===== src/rtl/pc_gen.sv =====
// Program-counter generator: sequential/redirect/trap/return next-PC selection
// with a circular return-address stack and sticky overflow/underflow flags.
module pc_gen #(
    parameter int unsigned       WIDTH        = 32,
    parameter logic [WIDTH-1:0]  RESET_VECTOR = '0,
    parameter logic [WIDTH-1:0]  TRAP_VECTOR  = WIDTH'(32'h0000_0080),
    parameter int unsigned       STEP         = 4,
    parameter int unsigned       RAS_DEPTH    = 4
) (
    input  logic             clk,
    input  logic             rst_n,
    input  logic             stall,
    input  logic             redirect,
    input  logic [WIDTH-1:0] redirect_pc,
    input  logic             call,
    input  logic             ret,
    input  logic             trap,
    output logic [WIDTH-1:0] pc_write,
    output logic [WIDTH-1:0] pc_plus,
    output logic             ras_empty,
    output logic             ras_full,
    output logic             ras_overflow,
    output logic             ras_underflow
);

    localparam int unsigned PTR_W = $clog2(RAS_DEPTH);
    localparam int unsigned CNT_W = PTR_W + 1;

    localparam logic [PTR_W-1:0] PTR_ONE   = PTR_W'(1);
    localparam logic [CNT_W-1:0] CNT_ONE   = CNT_W'(1);
    localparam logic [CNT_W-1:0] CNT_DEPTH = CNT_W'(RAS_DEPTH);

    logic [WIDTH-1:0] pc_q, pc_d;
    logic [PTR_W-1:0] top_q, top_d;
    logic [CNT_W-1:0] count_q, count_d;
    logic             overflow_q, overflow_d;
    logic             underflow_q, underflow_d;
    logic             push;

    logic [WIDTH-1:0] ras_mem [RAS_DEPTH];

    assign pc_plus       = pc_q + WIDTH'(STEP);
    assign pc_write      = pc_q;
    assign ras_empty     = (count_q == '0);
    assign ras_full      = (count_q == CNT_DEPTH);
    assign ras_overflow  = overflow_q;
    assign ras_underflow = underflow_q;

    // Trap beats stall; stall freezes everything else; redirect masks ret.
    always_comb begin
        // NOTE: every signal gets a default before the branches so no path leaves it unassigned (no latches).
        pc_d        = pc_q;
        top_d       = top_q;
        count_d     = count_q;
        overflow_d  = overflow_q;
        underflow_d = underflow_q;
        push        = 1'b0;

        if (trap) begin
            pc_d    = TRAP_VECTOR;
            top_d   = '0;
            count_d = '0;
        end else if (!stall) begin
            if (redirect) begin
                pc_d = redirect_pc;
                if (call) begin
                    push  = 1'b1;
                    top_d = top_q + PTR_ONE;
                    // A full stack wraps onto its oldest entry; count saturates.
                    if (ras_full) overflow_d = 1'b1;
                    else          count_d    = count_q + CNT_ONE;
                end
            end else if (ret) begin
                if (!ras_empty) begin
                    pc_d    = ras_mem[top_q];
                    top_d   = top_q - PTR_ONE;
                    count_d = count_q - CNT_ONE;
                end else begin
                    pc_d        = pc_plus;
                    underflow_d = 1'b1;
                end
            end else begin
                pc_d = pc_plus;
            end
        end
    end

    always_ff @(posedge clk or negedge rst_n) begin
        // NOTE: state registers use non-blocking assignment so all updates land together at the edge.
        if (!rst_n) begin
            pc_q        <= RESET_VECTOR;
            top_q       <= '0;
            count_q     <= '0;
            overflow_q  <= 1'b0;
            underflow_q <= 1'b0;
        end else begin
            pc_q        <= pc_d;
            top_q       <= top_d;
            count_q     <= count_d;
            overflow_q  <= overflow_d;
            underflow_q <= underflow_d;
        end
    end

    // NOTE: stack entries are not reset; the count alone decides which entries are valid.
    always_ff @(posedge clk) begin
        if (push) ras_mem[top_d] <= pc_plus;
    end

endmodule


===== config.mk =====
export PLATFORM = sky130hd
export DESIGN_NAME = pc_gen
export DESIGN_NICKNAME = d
export VERILOG_FILES = /design/src/rtl/pc_gen.sv
export SDC_FILE = /design/constraint.sdc
export NUM_CORES = 1
export LEC_CHECK = 0
export ABC_AREA = 1
export CORE_MARGIN = 2
export CORE_UTILIZATION = 60
export CTS_BUF_LIST = sky130_fd_sc_hd__clkbuf_16
export DETAILED_ROUTE_END_ITERATION = 8
export HOLD_SLACK_MARGIN = 0.1
export PLACE_DENSITY = 0.95
export REMOVE_ABC_BUFFERS = 1
export SKIP_LAST_GASP = 1
export SYNTH_ARGS = -nofsm -noshare
export SYNTH_HDL_FRONTEND = slang
export SYNTH_SLANG_ARGS = --single-unit

===== constraint.sdc =====
create_clock -name clk -period 7.5 [get_ports clk]
set_clock_uncertainty 0.2 [all_clocks]
set_input_delay 1.5 -clock clk [delete_from_list [all_inputs] [get_ports clk]]
set_output_delay 1.5 -clock clk [all_outputs]
set_load 0.02 [all_outputs]

Yosys cells after proc, flatten, opt, wreduce, memory -nomap -nowiden
Memories as Yosys holds them, arrays and structs flattened.
Cells that the tools add are included.
- output and inout port bits: 68
- memories kept: 1
- bits in writable memories: 128
- register bits: 39
- memories (memory ; depth ; width ; read ports ; clocked after memory_dff ; wr ports ; RTL line ; RTL):
    ras_mem ; 4 ; 32 ; 1 ; 0 ; 1 ; 40 ; logic [WIDTH-1:0] ras_mem [RAS_DEPTH];
- multiplexer cells: 24
- reduce and logical (&&, ||, !) cells: 5
- bitwise gates (word level): 3
- $add $sub $neg: 5
- eq/ne operators: 5
- operators with widths (operator ; number):
    $mux W32 ; 5
    $add A32 B3 Y32 const B ; 1
    $mux W3 ; 7
    $reduce_and A5 Y1 ; 3
    $mux W2 ; 6
    $mux W1 ; 6
    $ne A3 B3 Y1 const B ; 2
    $add A3 B1 Y3 const B ; 1
    $eq A3 B3 Y1 const B ; 1
    $logic_not A3 Y1 ; 1
    $ne A3 B1 Y1 const B ; 1
    $not A1 Y1 ; 3
    $reduce_bool A3 Y1 ; 1
    $sub A3 B1 Y3 const B ; 1
    $add A2 B1 Y2 const B ; 1
    $ne A2 B1 Y1 const B ; 1
    $sub A2 B1 Y2 const B ; 1

Depth between registers and ports, before layout
Gate-level depths: netlist of run 1.
- word-level depth: 6
- gate-level depth with buffers: 10
- gate-level depth less buffers: 10

Worst setup path before layout of run 1
No wires, ideal clock.
- path kind: input to register
- start: input trap
- end: memory ras_mem[3][0], enable pin
- path slack: 3383 ps
- data required time: 6879 ps
- buffers on the path: 1
- library setup time: 421 ps
- cell stages on the path: 6
- arrival: 3496 ps
- cell sequence: inv_1 -> nand2_1 -> clkbuf_1 -> nor2_1 -> a21oi_1 -> nor2_1
- longest elaborated chain between the ends: 3
- elaborated cells between the ends (all ways): 4
- ends and longest elaborated chain (element ; RTL line ; RTL):
    from (decl) ; 17 ; input logic trap,
    $mux W1 ; 59 ; if (trap) begin
    $mux W1 ; 107 ; if (push) ras_mem[top_d] <= pc_plus;
    $mux W1 (implied by the code) ; 107 ;
    to (decl) ; 40 ;
Parallel ways exist; a longest one is shown, timed or not.

Final worst setup path of run 1
- start: register pc_q[6] (netlist: pc_write[6])
- end: output pc_plus[29]
- longest elaborated chain between the ends: 1
- ends and longest elaborated chain (element ; RTL line ; RTL):
    from (decl) ; 33 ; logic [WIDTH-1:0] pc_q, pc_d;
    from (signal assigned) ; 97 ; pc_q <= pc_d;
    $add A32 B3 Y32 ; 42 ; assign pc_plus = pc_q + WIDTH'(STEP);
    to (decl) ; 19 ; output logic [WIDTH-1:0] pc_plus,
No other way between the ends.

==> out/metrics.yaml, run 1 <==
grt:
  grt_pass1_vias: 6788
  antenna_found_initial: 0
  grt_overflow: 0
  grt.total_usage_pct: 30.7
  grt_max_degree: 67
  grt_pass1_wl_um: 33600
clock_network:
  cts_resized: 0
  post_cts_buffers: 0
  cts_tree: "done"
  cts_root_buffer: "clkbuf_16"
  htree_num_levels: 4
  clock_path_buffers: 2
  path_clk_slew_ps: 60
  cts.sinks: 167
  cts_buffers: 17
  clock_latency_ps: 440
  holdBufCountCts: 0
setup_path:
  cp_cell_sequence: "nand2_1, nor2_4, nand2_4, nor2_1, nand2_1, nand2_1, and2_1, clkdlybuf4s50_1"
  required_ps: 5800
  reg2reg_slack_ps: 3760
  cpPeakStageDelay_ps: 640
  crit_slowest_cell: "clkdlybuf4s50_1"
  worstSetupPathType: "register to output pin"
  cp.arrival_ps: 2800
  start_kind: "register"
  cp-end-kind: "output pin"
  critical_path.max_fanout: 6
  critPathTopFamily: "simple AND/OR/NAND/NOR gates"
  cp_common_cell: "nand2_1"
  worst-path-buf-inv: 1
sta:
  fmax_mhz: 222
  setup_viol: 0
  finalCriticalPeriod_ps: 4500
  slew_violations: 0
  tns_ps: 0
  rsz0062_at_grt: "false"
  relSlewSlack_pct: 23.1
  tightest_slew_ps: 1150
  fin_crit_sh_pct: 59.9
  hold_viol: 0
route:
  first_pass_iters: 6
  postRouteAntennaNets: 0
  finalWirelength_um: 21800
  via_count: 6980
  drc: 0
  wl_per_cell_um: 18.7
  viasPerCell: 5.99
  dr.first_iter.drc_count: 1103
floorplanning:
  num_rows: 42
  dieWidth_um: 120
  core_area_um2: 13200
  io_pins: 107
  initial_core_util_pct: 61.2
  die_h_um: 120
  dieArea_um2: 14400
finish:
  final_cell_area_um2: 9830
  diodes: 0
  syn_to_final_growth_pct: 21.7
  fin_nets: 1018
  drive_gt1_share_pct: 6.67
  stdcell_count: 1166
  fillers: 817
  final_common_cell: "nand2_1"
  final_cell_mix: "nand2_1, nor2_1, edfxtp_1"
power:
  leakage_nw: 3.91
  p_per_area_nw_per_um2: 267
  vdd_drop_max_mv: 0.164
yosys:
  synthTopCellsByArea: "edfxtp_1, dfrtp_1, nand2_1"
  synth_seq_cells: 167
  ys_types: 37
  yosysTopAreaCellShare_pct: 47.6
  ys_warn_count: 0
  netlist_instances: 881
  avgSynthCellArea_um2: 9.17
  synth_top_area_cell: "edfxtp_1"
  synth_area_um2: 8080
  ys_seq_area_share_pct: 59.7
placed_design:
  place.gp.congestion: 0.914
  post-place-cells: 1134
  place_area_um2: 9240
  port_buffers: 106
  dp_hpwl_um: 13100
outcome:
  status: "finished clean"
job:
  cap_violations: 0
worst_hold_path:
  min-delay-path-class: "register to register"
-- final timing paths --
check / from / endpoint / cells past startpoint
max: pc_write[6]$_DFFE_PN0P_ / pc_plus[29] / 8
min: ras_overflow$_DFFE_PN0P_ / ras_overflow$_DFFE_PN0P_ / 1
max reg2reg: top_q[1]$_DFF_PN0_ / ras_mem[2][23]$_DFFE_PP_ / 7
min reg2reg: ras_overflow$_DFFE_PN0P_ / ras_overflow$_DFFE_PN0P_ / 1
max in group asynchronous: rst_n / top_q[0]$_DFF_PN0_ / 1
min in group asynchronous: rst_n / ras_overflow$_DFFE_PN0P_ / 1
-- per-layer routing --
layer  GRT usage, %  vias up  share of wire [%]
met5              0        -                  0
met4           19.8        0                5.1
met3           6.13      114                9.6
met2           49.7      505                 49
met1           37.6     3243                 37
li1               -     3118                  -
-- flip-flops by register name (all words and copies together), names as in the netlist --
register       flops
ras_mem          128
pc_write          32
count_q            3
top_q              2
ras_overflow       1
ras_underflow      1
-- Yosys cell counts, drive strengths merged --
| cell type | instances |
|---|---|
| nand2 | 219 |
| nor2 | 148 |
| edfxtp | 128 |
| inv | 72 |
| o21ai | 66 |
| nand3 | 57 |
| a21oi | 51 |
| dfrtp | 39 |
| buf | 30 |
| and2 | 13 |
| a22oi | 9 |
| or2 | 7 |
| xor2 | 7 |
| clkbuf | 6 |
| o22ai | 6 |
| nand4 | 4 |
| a31oi | 3 |
| o211ai | 3 |
| o21bai | 3 |
| xnor2 | 3 |
| a21o | 1 |
| a41o | 1 |
| and3 | 1 |
| clkinv | 1 |
| fa | 1 |
| ha | 1 |
| nand3b | 1 |
-- report_power, final --
group	internal (mW)	switching, mW
Sequential	1.07	0.0667
Combinational	0.225	0.365
Clock	0.546	0.346
-- per-stage QoR --
stage / hold slack (ps) / power [mW] / worst slack [ps] / utilization (%)
after floorplan: 357 / 1.46 / 2760 / -
after detailed placement: 246 / 1.73 / 2670 / 70.0
after global placement: 249 / 1.70 / 2840 / 70.0
after CTS: 259 / 2.61 / 3070 / 74.5
final: 261 / 2.62 / 3000 / 74.5
after global routing: 272 / 2.70 / 2900 / 74.5
-- cells by family after synthesis --
| family | share of synthesized area (%) |
|---|---|
| simple gates | 23.5 |
| flops | 59.7 |
| compound gates | 9.56 |
| buf+inv | 5.72 |
| xor+xnor | 1.18 |
| fa+ha+maj | 0.403 |
-- worst register-to-register path: stages, from the launching register on --
cell	delay, ps
dfrtp_1	820
inv_2	610
nand2_1	210
nand2_1	70
a31oi_1	210
a21oi_1	150
nor2_2	730
buf_4	410
-- cell type report --
type,count,area [µm²],area share (%)
flip-flops and latches,167,4820,49.0
multi-input cells,605,2810,28.6
repair buffers,113,1110,11.3
clock buffers,17,425,4.33
inverters,73,274,2.79
well taps,176,220,2.24
clock inverters,15,170,1.73
(Power assumes the default switching activity.)
==> run 2: changes to the inputs <==
CORE_UTILIZATION = 55   (was 60)
PLACE_DENSITY = 0.91   (was 0.95)
clock period = 4.34 ns   (was 7.5 ns; I/O delays follow)
==> out/metrics.yaml, run 2 (same netlist as run 1, synthesis figures left out) <==
grt:
  grt.total_usage_pct: 27.3
  grt_pass1_vias: 6576
  antenna_found_initial: 0
  grt_max_degree: 65
  grt_pass1_wl_um: 33700
  grt_overflow: 0
setup_path:
  critPathTopFamily: "simple AND/OR/NAND/NOR gates"
  cp_common_cell: "nand2_1"
  worst-path-buf-inv: 2
  required_ps: 3270
  cpPeakStageDelay_ps: 670
  start_kind: "register"
  critical_path.max_fanout: 7
  cp_cell_sequence: "inv_1, nor2_4, nand2_4, nor2_1, nand2_1, nand2_1, and2_1, clkdlybuf4s50_1"
  crit_slowest_cell: "clkdlybuf4s50_1"
  worstSetupPathType: "register to output pin"
  cp-end-kind: "output pin"
  cp.arrival_ps: 2770
power:
  power.share.clock_pct: 32.9
  vdd_drop_max_mv: 0.220
  p_per_area_nw_per_um2: 450
  p_sw_mw: 1.36
  seqPwrFrac_pct: 44.3
  combPwrFrac_pct: 22.8
  leakage_nw: 3.90
  swShare_pct: 30.5
  p_int_mw: 3.08
clock_network:
  cts_root_buffer: "clkbuf_16"
  clock_path_buffers: 2
  cts.sinks: 167
  cts_buffers: 17
  post_cts_buffers: 0
  cts_resized: 0
  path_clk_slew_ps: 60
  holdBufCountCts: 0
  htree_num_levels: 4
  cts_tree: "done"
  clock_latency_ps: 430
sta:
  finalCriticalPeriod_ps: 3830
  setup_viol: 0
  hold_viol: 0
  slew_violations: 0
  tightest_slew_ps: 957
  fin_crit_sh_pct: 88.3
  tns_ps: 0
  relSlewSlack_pct: 36.2
  rsz0062_at_grt: "false"
  fmax_mhz: 261
  fin_ws_ps: 506
route:
  postRouteAntennaNets: 0
  first_pass_iters: 6
  via_count: 6885
  finalWirelength_um: 21200
  drc: 0
  dr.first_iter.drc_count: 812
  wl_per_cell_um: 18.0
  viasPerCell: 5.83
worst_hold_path:
  min-delay-path-class: "register to register"
placed_design:
  dp_hpwl_um: 13600
  place.gp.congestion: 0.896
  port_buffers: 106
  pre_cts_ws_ps: 959
floorplanning:
  num_rows: 44
  die_h_um: 125
  dieArea_um2: 15700
  initial_core_util_pct: 56.0
  core_area_um2: 14400
  io_pins: 107
  dieWidth_um: 125
finish:
  fin_nets: 1024
  drive_gt1_share_pct: 7.33
  regMostFlops: "ras_mem"
  final_common_cell: "nand2_1"
  final_cell_mix: "nand2_1, nor2_1, edfxtp_1"
  fillers: 984
  syn_to_final_growth_pct: 22.0
  diodes: 0
  largest_reg_flops: 128
outcome:
  status: "finished clean"
job:
  cap_violations: 0
-- run 2: cell count changes in the layout (fill, tap and decap cells not counted) --
cell        change
bufinv_16       -2
buf_4           +6
clkinv_1        +2
clkinv_2        -2
inv_6           +2
inv_1           -3
clkinvlp_4      +3
-- run 2: path summary, 6_finish.rpt --
kind | startpoint | to | slack, ps | cells after the start
max | pc_write[2]$_DFFE_PN0P_ | pc_plus[29] | 510 | 8
min | ras_overflow$_DFFE_PN0P_ | ras_overflow$_DFFE_PN0P_ | 260 | 1
max reg2reg | count_q[0]$_DFFE_PN0P_ | ras_mem[1][28]$_DFFE_PP_ | 1760 | 10
min reg2reg | ras_overflow$_DFFE_PN0P_ | ras_overflow$_DFFE_PN0P_ | 260 | 1
max in group asynchronous | rst_n | top_q[0]$_DFF_PN0_ | 2910 | 1
min in group asynchronous | rst_n | count_q[1]$_DFFE_PN0P_ | 390 | 1
-- run 2: cell type report --
| cell class | count | area (µm²) | area share [%] |
|---|---|---|---|
| clock buffer | 17 | 425 | 4.32 |
| clock inverter | 15 | 136 | 1.38 |
| inverter | 73 | 274 | 2.78 |
| multi-input combinational | 605 | 2810 | 28.5 |
| sequential | 167 | 4820 | 48.9 |
| tap | 184 | 230 | 2.34 |
| timing repair buffer | 119 | 1150 | 11.7 |
-- run 2: power groups by stage --
stage          sequential (mW)  combinational [mW]  clock (mW)
2_1_floorplan             2.04               0.480           0
3_3_place_gp              1.99               0.962           0
3_5_place_dp              1.99               0.994           0
4_1_cts                   1.96                1.01        1.46
5_1_grt                   1.98                1.09        1.53
6_report                  1.97                1.01        1.46
-- run 2: routing by layer --
| layer | GRT usage [%] | part of all wire [%] | vias to the layer above |
|---|---|---|---|
| met1 | 35.7 | 39 | 3232 |
| met3 | 5.73 | 8.9 | 78 |
| met5 | 0 | 0 | - |
| met4 | 10.8 | 2.8 | 0 |
| met2 | 45.1 | 49 | 439 |
| li1 | - | - | 3136 |
-- run 2: per-stage QoR --
step	utilization [%]	instance area (µm²)	cells	total power [mW]	hold WS [ps]
6_report	68.3	9850	1180	4.44	260
5_1_grt	68.3	9850	1180	4.60	275
4_1_cts	68.3	9850	1180	4.43	262
3_5_place_dp	64.4	9290	1148	2.99	249
3_3_place_gp	64.4	9290	1148	2.95	249
2_1_floorplan	-	7890	845	2.52	357
